## src/rtl/led_fade_pwm.sv

```systemverilog
// PWM output stage for the LED chaser: lit channels run at global_duty, released channels fade linearly to dark.
// Optional macro LED_FADE_GAMMA_EN selects a quadratic brightness curve (one extra pipeline stage on eff).
module led_fade_pwm #(
    parameter int CH       = 8,
    parameter int PWM_BITS = 8,
    parameter int FADE_DIV = 4
) (
    input  logic                sys_clk,
    input  logic                sys_rst,
    input  logic [CH-1:0]       led_in,
    input  logic [PWM_BITS-1:0] global_duty,
    output logic [CH-1:0]       led_out,
    output logic                busy
);

    localparam int DIV_W = (FADE_DIV > 1) ? $clog2(FADE_DIV) : 1;
    localparam logic [PWM_BITS-1:0] PWM_MAX  = '1;
    localparam logic [DIV_W-1:0]    DIV_LAST = DIV_W'(FADE_DIV - 1);

    logic [PWM_BITS-1:0] pwm_cnt;
    logic [DIV_W-1:0]    div_cnt;
    logic                pwm_wrap;
    logic                fade_tick;
    logic [PWM_BITS-1:0] level [CH];
    logic [PWM_BITS-1:0] eff   [CH];
    logic [CH-1:0]       out_next;
    logic                busy_next;

    assign pwm_wrap  = (pwm_cnt == PWM_MAX);
    assign fade_tick = pwm_wrap && (div_cnt == DIV_LAST);

    always_ff @(posedge sys_clk) begin
        if (sys_rst) begin
            pwm_cnt <= '0;
            div_cnt <= '0;
        end else begin
            pwm_cnt <= pwm_cnt + PWM_BITS'(1);
            if (pwm_wrap) begin
                div_cnt <= (div_cnt == DIV_LAST) ? '0 : div_cnt + DIV_W'(1);
            end
        end
    end

    // A lit channel tracks global_duty every clock; that load outranks a coincident fade step.
    always_ff @(posedge sys_clk) begin
        for (int unsigned i = 0; i < CH; i++) begin
            if (sys_rst) begin
                level[i] <= '0;
            end else if (led_in[i]) begin
                level[i] <= global_duty;
            end else if (fade_tick && level[i] != '0) begin
                level[i] <= level[i] - PWM_BITS'(1);
            end
        end
    end

`ifdef LED_FADE_GAMMA_EN
    logic [2*PWM_BITS-1:0] prod [CH];

    always_comb begin
        for (int unsigned i = 0; i < CH; i++) begin
            prod[i] = {{PWM_BITS{1'b0}}, level[i]} * {{PWM_BITS{1'b0}}, level[i]};
        end
    end

    always_ff @(posedge sys_clk) begin
        for (int unsigned i = 0; i < CH; i++) begin
            if (sys_rst) begin
                eff[i] <= '0;
            end else begin
                eff[i] <= PWM_BITS'(prod[i] >> PWM_BITS);
            end
        end
    end
`else
    always_comb begin
        for (int unsigned i = 0; i < CH; i++) begin
            eff[i] = level[i];
        end
    end
`endif

    always_comb begin
        out_next  = '0;
        busy_next = 1'b0;
        for (int unsigned i = 0; i < CH; i++) begin
            out_next[i] = (eff[i] > pwm_cnt);
            if (level[i] != '0 && !led_in[i]) begin
                busy_next = 1'b1;
            end
        end
    end

    always_ff @(posedge sys_clk) begin
        if (sys_rst) begin
            led_out <= '0;
            busy    <= 1'b0;
        end else begin
            led_out <= out_next;
            busy    <= busy_next;
        end
    end

endmodule

```

## config.mk

```make
export PLATFORM = sky130hd
export DESIGN_NAME = led_fade_pwm
export DESIGN_NICKNAME = d
export VERILOG_FILES = /design/src/rtl/led_fade_pwm.sv
export SDC_FILE = /design/constraint.sdc
export NUM_CORES = 1
export LEC_CHECK = 0
export BUFFER_PORTS_ARGS = -buffer_cell sky130_fd_sc_hd__buf_2
export CORE_AREA = 2 2 98 119
export DETAILED_ROUTE_END_ITERATION = 10
export DIE_AREA = 0 0 100 121
export GPL_ROUTABILITY_DRIVEN = 0
export MAX_ROUTING_LAYER = met4
export PLACE_DENSITY = 0.67
export SYNTH_ARGS = -nofsm -noshare
export SYNTH_HDL_FRONTEND = slang
export SYNTH_SLANG_ARGS = --single-unit
```

## constraint.sdc

```tcl
create_clock -name sys_clk -period 4.3 [get_ports sys_clk]
set_input_delay 0.86 -clock sys_clk [delete_from_list [all_inputs] [get_ports sys_clk]]
set_output_delay 0.86 -clock sys_clk [all_outputs]
set_load 0.05 [all_outputs]
```

[After elaboration in Yosys (flattened, before gate mapping)]
Memory sizes are Yosys's and may differ from the RTL's.
Index checks and enable logic that the tools add are counted.
Storage, ports and cells
  flip-flop bits (word level): 19
  bits in writable memories: 64
  output and inout port bits: 9
  logic and storage cells: 157
  memories kept: 1
Memory list
  level: depth 8, bits a word 8, read ports 8, clocked after memory_dff 0, write ports 8, line 24  | logic [PWM_BITS-1:0] level [CH];
Operators by class
  add/subtract/negate cells: 10
  order comparisons: 8
  equality and inequality tests: 2
  multiplexer cells: 83
  bitwise logic cells: 16
  reductions and logical operators: 33
Operators by type and width (number)
  two-way mux 8 bit: 16
  two-way mux 1 bit: 66
  greater-than comparator 8 bit: 8
  nonzero test 8 bit: 8
  subtractor 8 x 1 -> 8 bit, second input constant: 8
  logical AND 1 bit: 17
  OR 1 bit: 16
  adder 8 x 1 -> 8 bit, second input constant: 1
  == test 8 bit, second input constant: 1
  logical NOT 1 bit: 8
  adder 2 x 1 -> 2 bit, second input constant: 1
  == test 2 bit, second input constant: 1
  two-way mux 2 bit: 1

[Depth between registers and ports, before layout]
Gate-level depths: netlist (run 1).
  depth in word-level cells: 10
  gate-level depth with buffers: 7
  gate-level depth less buffers: 7

[Least setup slack after synthesis (run 1)]
Ideal clock, no wire load.
  kind: flip-flop to flip-flop
  from: register pwm_cnt[0]
  to: memory level[1][2], in the netlist level[0][10] (enable)
  setup time: 0.384 ns
  data arrival time: 2.154 ns
  required time: 3.916 ns
  path slack: 1.762 ns
  cell stages (with the launch flop): 7
  buffers on the path: 0
  cells stage by stage: dfxtp_1 ha_1 and3_1 nand3_1 nor3_2 nand2_1 o21ai_0
RTL lines
  from (decl): line 20  | logic [PWM_BITS-1:0] pwm_cnt;
  from (signal assigned): line 37  | pwm_cnt <= pwm_cnt + PWM_BITS'(1);
  to (decl): line 24

==> results by group, run 1 <==
Logic synthesis
  – Post-Syn Area: 5892 um2
  – EDFF count, synth: 64
  – Post-synth ARST share: 0%
  – Mean Syn Cell Area: 9.707 um2
  – Cell count after synthesis: 607
  – Primary FF master, synth: edfxtp_1
  – Sequential cell area fraction in the yosys report: 39.07%
  – Post-synthesis register bit count: 83
  – Netlist cell types: 37
  – Syn nets: 707
  – Ys Warns: 0

Clocking
  – Worst-path clk slew: 60 ps
  – Clock root cell: clkbuf_16
  – Clock buffer depth: 2
  – Total clock buffers created by CTS: 9
  – Clock sink total: 83
  – Hold-fix buffers at CTS: 0
  – Worst skew pair latency: 350 ps
  – Total setup buffers inserted after CTS: 0
  – H-tree levels: 3
  – TritonCTS clock tree: done
  – Cts repair resizes: 0

Detailed routing
  – DRT Pass-1 Iters: 5
  – # DRC: 0
  – Final Routed Wirelength: 14.65 mm
  – DR WL/cell: 19.05 um
  – Detail Route Antenna Nets: 0
  – Via Count: 4575
  – Starting DRT DRC Count: 386
  – Vias/cell: 5.949

Setup path
  – Crit. End Element: flop
  – Setup crit start kind: flop
  – Arrival time at the worst endpoint: 2820 ps
  – Worst setup path endpoint: level[0][1]$_DFFE_PP_
  – Worst Path Required: 4350 ps
  – Worst-path cell chain: ha_1, and3_1, nand3_1, nor3_2, nand2_1, o21ai_0, buf_4
  – CP Max Fanout: 11
  – R2R depth: 7
  – Worst Setup SP: pwm_cnt[0]$_SDFF_PP0_
  – WS Path Type: reg -> reg
  – Flop-to-flop setup slack: 1530 ps
  – Slowest cell on the critical path: dfxtp_1
  – R2R Path End: level[0][1]$_DFFE_PP_
  – Crit-path max cell delay: 710 ps
  – FF-to-FF Start: pwm_cnt[0]$_SDFF_PP0_

STA
  – Final min period: 2771 ps
  – Max-slew headroom: 46.11%
  – Setup Skew: 6.492 ps
  – Hold Violations, Final: 0
  – RSZ-0062 raised after global routing: false
  – Fmax: 360.8 MHz
  – Fin Setup TNS: 0 ps
  – Final slew viol count: 0
  – Worst Tran Pin Value: 808.3 ps
  – Hold WS: 525.8 ps
  – Setup violators final: 0
  – Final worst path period share: 64.45%

Layout
  – Area grow syn2layout: 9.662%
  – ANT cells: 0
  – Final instance area: 6461 um2
  – Filler cells: 938
  – Commonest non-fill, non-tap cell in the layout: ha_1
  – Fraction of layout cells with a size suffix above 1: 10.05%
  – Fin nets: 732
  – Most frequent cells in the layout: ha_1 (82), nand2_1 (77), o21ai_0 (67)

Placement
  – Area of placed instances: 6168 um2
  – Post-DP HPWL: 10.27 mm
  – IO buf count: 26

Floorplan
  – Core ar.: 10930 um2
  – Starting density of the core: 53.90%
  – Die footprint: 12100 um2
  – Die X: 100 um
  – Row count: 42
  – Chip Height: 121 um
  – I/O pins: 27

Power
  – Clock power share: 35.0%
  – Pint: 1568 uW
  – VDD IR-drop max: 0.1973 mV
  – Power Density: 342.4 nW/um2
  – Switch Pwr: 644.4 uW
  – Power consumption: 2212 uW
  – Static leakage: 0.002583 uW
  – Sw Ratio: 29.13%
  – Reg power frac: 44.3%
  – Combinational Power Share: 20.7%

Job
  – Max cap viols: 0

Min path
  – Hold Crit Start: div_cnt[1]$_SDFFE_PP0N_
  – HP Class: reg -> reg

Global routing
  – Vias in the first global route: 4572
  – Largest net degree at the start of global routing: 37
  – Total congestion overflow: 0
  – First-pass GRT wire length: 23.16 mm
  – GRT Total Usage: 26.29%
  – Initial antenna violation count: 0

Run status
  – Outcome: finished, final reports clean
[worst max-delay path, delay by kind of cell, from the launching register on]
kind            cells  cell delay [ps]
fa+ha+maj           1              310
compound gates      1              250
simple gates        4              990
flops               1              710
buf+inv             1              200
[synthesized netlist by cell type, types with 4 or more instances]
| library cell | count | area [um2] |
|---|---|---|
| a211oi_1 | 8 | 60.06 |
| a21o_1 | 16 | 120.1 |
| a21oi_1 | 9 | 45.04 |
| buf_1 | 16 | 60.06 |
| dfxtp_1 | 19 | 380.4 |
| edfxtp_1 | 64 | 1922 |
| ha_1 | 82 | 1026 |
| inv_1 | 27 | 101.4 |
| nand2_1 | 77 | 289.0 |
| nand3_1 | 7 | 35.03 |
| nand4_1 | 16 | 100.1 |
| nor2_1 | 41 | 153.9 |
| nor2b_1 | 17 | 106.4 |
| nor3_1 | 13 | 65.06 |
| nor3b_1 | 8 | 60.06 |
| nor4_1 | 8 | 50.05 |
| nor4b_2 | 6 | 90.09 |
| o21a_1 | 16 | 120.1 |
| o21ai_0 | 67 | 335.3 |
| o21ai_1 | 4 | 20.02 |
| o21bai_1 | 8 | 60.06 |
| or4_4 | 4 | 45.04 |
| xnor2_1 | 44 | 385.4 |
| xor2_1 | 10 | 87.58 |
[routing by layer]
metal  wire length, um  GRT usage (%)  up-vias
met2              7090          43.75      132
met1              6428          33.02     2170
li1                  -              -     2245
met5                 0              -        -
met3               785          3.283       28
met4               348          9.589        0
[layout make-up]
| class | instances | area [um2] | area share, % |
|---|---|---|---|
| Multi-Input combinational cell | 478 | 3417 | 52.89 |
| Sequential cell | 83 | 2302 | 35.63 |
| Clock buffer | 9 | 225.2 | 3.486 |
| Timing Repair Buffer | 33 | 182.7 | 2.827 |
| Tap cell | 132 | 165.2 | 2.556 |
| Inverter | 27 | 101.3 | 1.569 |
| Clock inverter | 7 | 67.56 | 1.046 |
[flip-flops by register name, indices dropped and copies added, names as in the netlist]
signal   count
busy         1
pwm_cnt      8
led_out      8
level       64
div_cnt      2
[worst min path at each step]
stage                                    endpoint  slack (ps)  cells past startpoint
after floorplan           div_cnt[1]$_SDFFE_PP0N_         460                      2
after global placement    div_cnt[1]$_SDFFE_PP0N_         480                      2
after detailed placement  div_cnt[1]$_SDFFE_PP0N_         510                      2
after CTS                 div_cnt[1]$_SDFFE_PP0N_         530                      2
after global routing      div_cnt[1]$_SDFFE_PP0N_         570                      2
final                     div_cnt[1]$_SDFFE_PP0N_         530                      2
[cells by family (layout without fill, tap and decap cells)]
family | after synthesis | count (layout) | share of synthesized area (%)
simple gates | 210 | 210 | 18.99
compound gates | 130 | 130 | 13.23
flops | 83 | 83 | 39.07
fa+ha+maj | 82 | 82 | 17.41
xor+xnor | 54 | 54 | 8.027
buf+inv | 46 | 76 | 2.931
mux | 2 | 2 | 0.3398
[power groups by stage]
stage / Clock [uW] / Sequential, uW / Combinational, uW
after floorplan: 0 / 1020 / 307
after global placement: 0 / 994 / 437
after detailed placement: 0 / 996 / 450
after CTS: 781 / 979 / 457
after global routing: 811 / 986 / 510
final: 775 / 979 / 458
[through the flow]
stage / util [%] / std cells / setup slack, ps
2_1_floorplan: - / 607 / 1762
3_3_place_gp: 56.43 / 753 / 1641
3_5_place_dp: 56.43 / 753 / 1563
4_1_cts: 59.11 / 769 / 1535
5_1_grt: 59.11 / 769 / 1320
6_report: 59.11 / 769 / 1529
Note: power is estimated with default switching activity, not from simulation.
==> run 2: changes to the inputs <==
- ABC_AREA: default -> 1
- CORE_AREA: 2 2 98 119 -> 2 2 100 121
- DIE_AREA: 0 0 100 121 -> 0 0 102 123
- PLACE_DENSITY: 0.67 -> 0.7
- clock period: 4.3 -> 2.43 ns (I/O delays scaled with it)
==> run 2 against run 1 <==
Effect of this change:
- clock skew hardly changed
- sequential share of layout area is 1.4 points lower
- die area is 3.7% higher
- power is 79% higher
- final cell count rose by 22%
- largest power group unchanged
- highest routed layer unchanged
==> results by group, run 2 <==
Run status
  – Outcome: finished, final reports clean

Detailed routing
  – Via Count: 5239 (+15%)
  – Detail Route Antenna Nets: 0 (unchanged)
  – # DRC: 0 (unchanged)
  – DR WL/cell: 16.41 um (-14%)
  – Starting DRT DRC Count: 338 (-12%)
  – Vias/cell: 5.562 (-6.5%)
  – DRT Pass-1 Iters: 5 (unchanged)
  – Final Routed Wirelength: 15.46 mm (+5.5%)

Global routing
  – GR Layer Usage met2: 44.49% (+0.74 points)
  – Total congestion overflow: 0 (unchanged)
  – GR peak layer: met2
  – Initial antenna violation count: 0 (unchanged)
  – Met1 Use GR: 33.16% (+0.14 points)
  – First-pass GRT wire length: 24.78 mm (+7.0%)
  – M3 GR Usage: 3.279% (-0.0047 points)
  – GRT Total Usage: 26.83% (+0.54 points)
  – Vias in the first global route: 5156 (+13%)
  – Largest net degree at the start of global routing: 19 (-49%)

Placement
  – IO buf count: 26 (unchanged)
  – Pre-CTS setup slack: 417.8 ps (-1146 ps)
  – Area of placed instances: 6449 um2 (+4.5%)
  – Post-DP HPWL: 10.94 mm (+6.5%)

STA
  – Setup Skew: 6.774 ps (+0.2827 ps)
  – Fin Setup TNS: 0 ps (unchanged)
  – Final worst path period share: 83.96% (+20 points)
  – Setup ws final: 389.8 ps (-1139 ps)
  – Hold Violations, Final: 0 (unchanged)
  – Setup violators final: 0 (unchanged)
  – Final min period: 2040 ps (-731.1 ps)
  – Worst Tran Pin Value: 625.9 ps (-182.4 ps)
  – Fmax: 490.1 MHz (+36%)
  – RSZ-0062 raised after global routing: false
  – Max-slew headroom: 58.23% (+12 points)
  – Final slew viol count: 0 (unchanged)

Floorplan
  – Chip Height: 123 um (+1.7%)
  – Starting density of the core: 53.40% (-0.50 points)
  – Die X: 102 um (+2.0%)
  – I/O pins: 27 (unchanged)
  – Core ar.: 11410 um2 (+4.3%)
  – Die footprint: 12550 um2 (+3.7%)
  – Row count: 43 (+2.4%)

Setup path
  – Arrival time at the worst endpoint: 2040 ps (-780 ps)
  – Crit. End Element: flop
  – R2R Path End: level[1][0]$_SDFFCE_PN0P_
  – WS Path Type: reg -> reg
  – FF-to-FF Start: level[1][0]$_SDFFCE_PN0P_
  – Worst setup path endpoint: level[1][0]$_SDFFCE_PN0P_
  – CP Max Fanout: 8 (-3)
  – Setup crit start kind: flop
  – R2R depth: 7 (unchanged)
  – Worst Setup SP: level[1][0]$_SDFFCE_PN0P_
  – Flop-to-flop setup slack: 390 ps (-1140 ps)
  – Worst Path Required: 2430 ps (-1920 ps)

Logic synthesis
  – Mean Syn Cell Area: 8.187 um2 (-16%)
  – Post-synth ARST share: 0% (unchanged)
  – Primary FF master, synth: edfxtp_1
  – Sequential cell area fraction in the yosys report: 37.80% (-1.3 points)
  – Post-synthesis register bit count: 83 (unchanged)
  – EDFF count, synth: 64 (unchanged)
  – Synth top cells by count: nand2_1 (176), nor2_1 (85), ha_1 (82), inv_1 (66), edfxtp_1 (64)
  – Area leader, netlist: edfxtp_1
  – Ys Warns: 0 (unchanged)
  – Post-synth top area share: 31.55% (-1.1 points)
  – Cell count after synthesis: 744 (+23%)
  – Netlist cell types: 31 (-16%)
  – Top-count cell post-synth: nand2_1
  – Post-Syn Area: 6091 um2 (+3.4%)
  – Largest cells by area after synthesis: edfxtp_1 (32%), ha_1 (17%), nand2_1 (11%)
  – Syn nets: 844 (+19%)

Power
  – Clock power share: 33.9% (-1.1 points)
  – Sw Ratio: 30.52% (+1.4 points)
  – Switch Pwr: 1211 uW (+88%)
  – VDD IR-drop max: 0.3434 mV (+74%)
  – Pint: 2757 uW (+76%)
  – Static leakage: 0.003008 uW (+16%)
  – Reg power frac: 43.9% (-0.4 points)
  – Combinational Power Share: 22.1% (+1.4 points)
  – Power Density: 589.3 nW/um2 (+72%)

Layout
  – Most frequent cells in the layout: nand2_1 (176), nor2_1 (85), ha_1 (82)
  – Area of the multi-input gates: 3482 um2 (+1.9%)
  – Final Util: 59.04% (-0.073 points)
  – Number of flip-flops in the largest register: 64 (unchanged)
  – Biggest register: level
  – Register area: 2302 um2 (unchanged)
  – Commonest non-fill, non-tap cell in the layout: nand2_1
  – Top Registers: level: 64 flops, led_out: 8 flops, pwm_cnt: 8 flops
  – Area grow syn2layout: 10.56%
  – Fraction of layout cells with a size suffix above 1: 8.153% (-1.9 points)
  – Final instance area: 6734 um2 (+4.2%)
  – ANT cells: 0 (unchanged)
  – Filler cells: 1051 (+12%)
  – Fin nets: 880 (+20%)

Clocking
  – Clock sink total: 83 (unchanged)
  – Clock buffer depth: 2 (unchanged)
  – Total setup buffers inserted after CTS: 0 (unchanged)
  – TritonCTS clock tree: done
  – Cts repair resizes: 0 (unchanged)
  – Hold-fix buffers at CTS: 0 (unchanged)
  – Total clock buffers created by CTS: 9 (unchanged)
  – Clock root cell: clkbuf_16
  – Worst-path clk slew: 60 ps (about the same)
  – Worst skew pair latency: 340 ps (about the same)
  – H-tree levels: 3 (unchanged)

Min path
  – HP Class: reg -> reg

Job
  – Max cap viols: 0 (unchanged)
## run 2: worst min-delay path by stage
stage                                     start                    end  slack [ps]  cells after the start
final                     pwm_cnt[2]$_SDFF_PP0_  pwm_cnt[2]$_SDFF_PP0_         530                      2
after global routing      pwm_cnt[2]$_SDFF_PP0_  pwm_cnt[2]$_SDFF_PP0_         550                      2
after CTS                 pwm_cnt[2]$_SDFF_PP0_  pwm_cnt[2]$_SDFF_PP0_         520                      2
after detailed placement  pwm_cnt[4]$_SDFF_PP0_  pwm_cnt[4]$_SDFF_PP0_         510                      1
after global placement    pwm_cnt[4]$_SDFF_PP0_  pwm_cnt[4]$_SDFF_PP0_         490                      1
after floorplan           pwm_cnt[4]$_SDFF_PP0_  pwm_cnt[4]$_SDFF_PP0_         460                      1
## run 2: through the flow
stage	power, uW	std cells	hold slack [ps]
finish	3968	942	528.1
global route	4154	942	546.4
CTS	3974	942	518.8
detailed placement	2634	926	508.3
global placement	2598	926	492.2
floorplan	2400	744	462.4
## run 2: cell type report
type | instances | share of cell area [%]
multi-input cells | 581 | 51.71
repair buffers | 37 | 3.159
clock buffers | 10 | 3.400
flip-flops and latches | 83 | 34.19
clock inverters | 6 | 0.8361
well taps | 157 | 2.917
inverters | 68 | 3.790
## run 2: metal layers
layer	vias up	part of all wire, %
li1	2592	-
met1	2454	42
met2	158	48
met3	35	5.9
met4	0	3.2
met5	-	0
## run 2: cells by family after synthesis
| logic type | synth area share [%] |
|---|---|
| AND/OR/NAND/NOR | 23.09 |
| XOR/XNOR | 7.046 |
| AO/OA/AOI/OAI | 10.19 |
| adder cells (fa/ha/maj) | 16.84 |
| flip-flops | 37.80 |
| buffers and inverters | 5.033 |
## run 2: critical path: stages (launching register included)
cell	delay [ps]
edfxtp_1	410
inv_1	150
ha_1	170
nand2_1	60
o21ai_0	350
inv_1	100
nand2_2	150
nand3_1	300
## run 2: power by group through the flow
stage | combinational [uW] | sequential [uW] | clock (uW)
6_report | 878 | 1740 | 1350
5_1_grt | 1000 | 1760 | 1400
4_1_cts | 874 | 1740 | 1360
3_5_place_dp | 863 | 1770 | 0
3_3_place_gp | 833 | 1760 | 0
2_1_floorplan | 584 | 1820 | 0
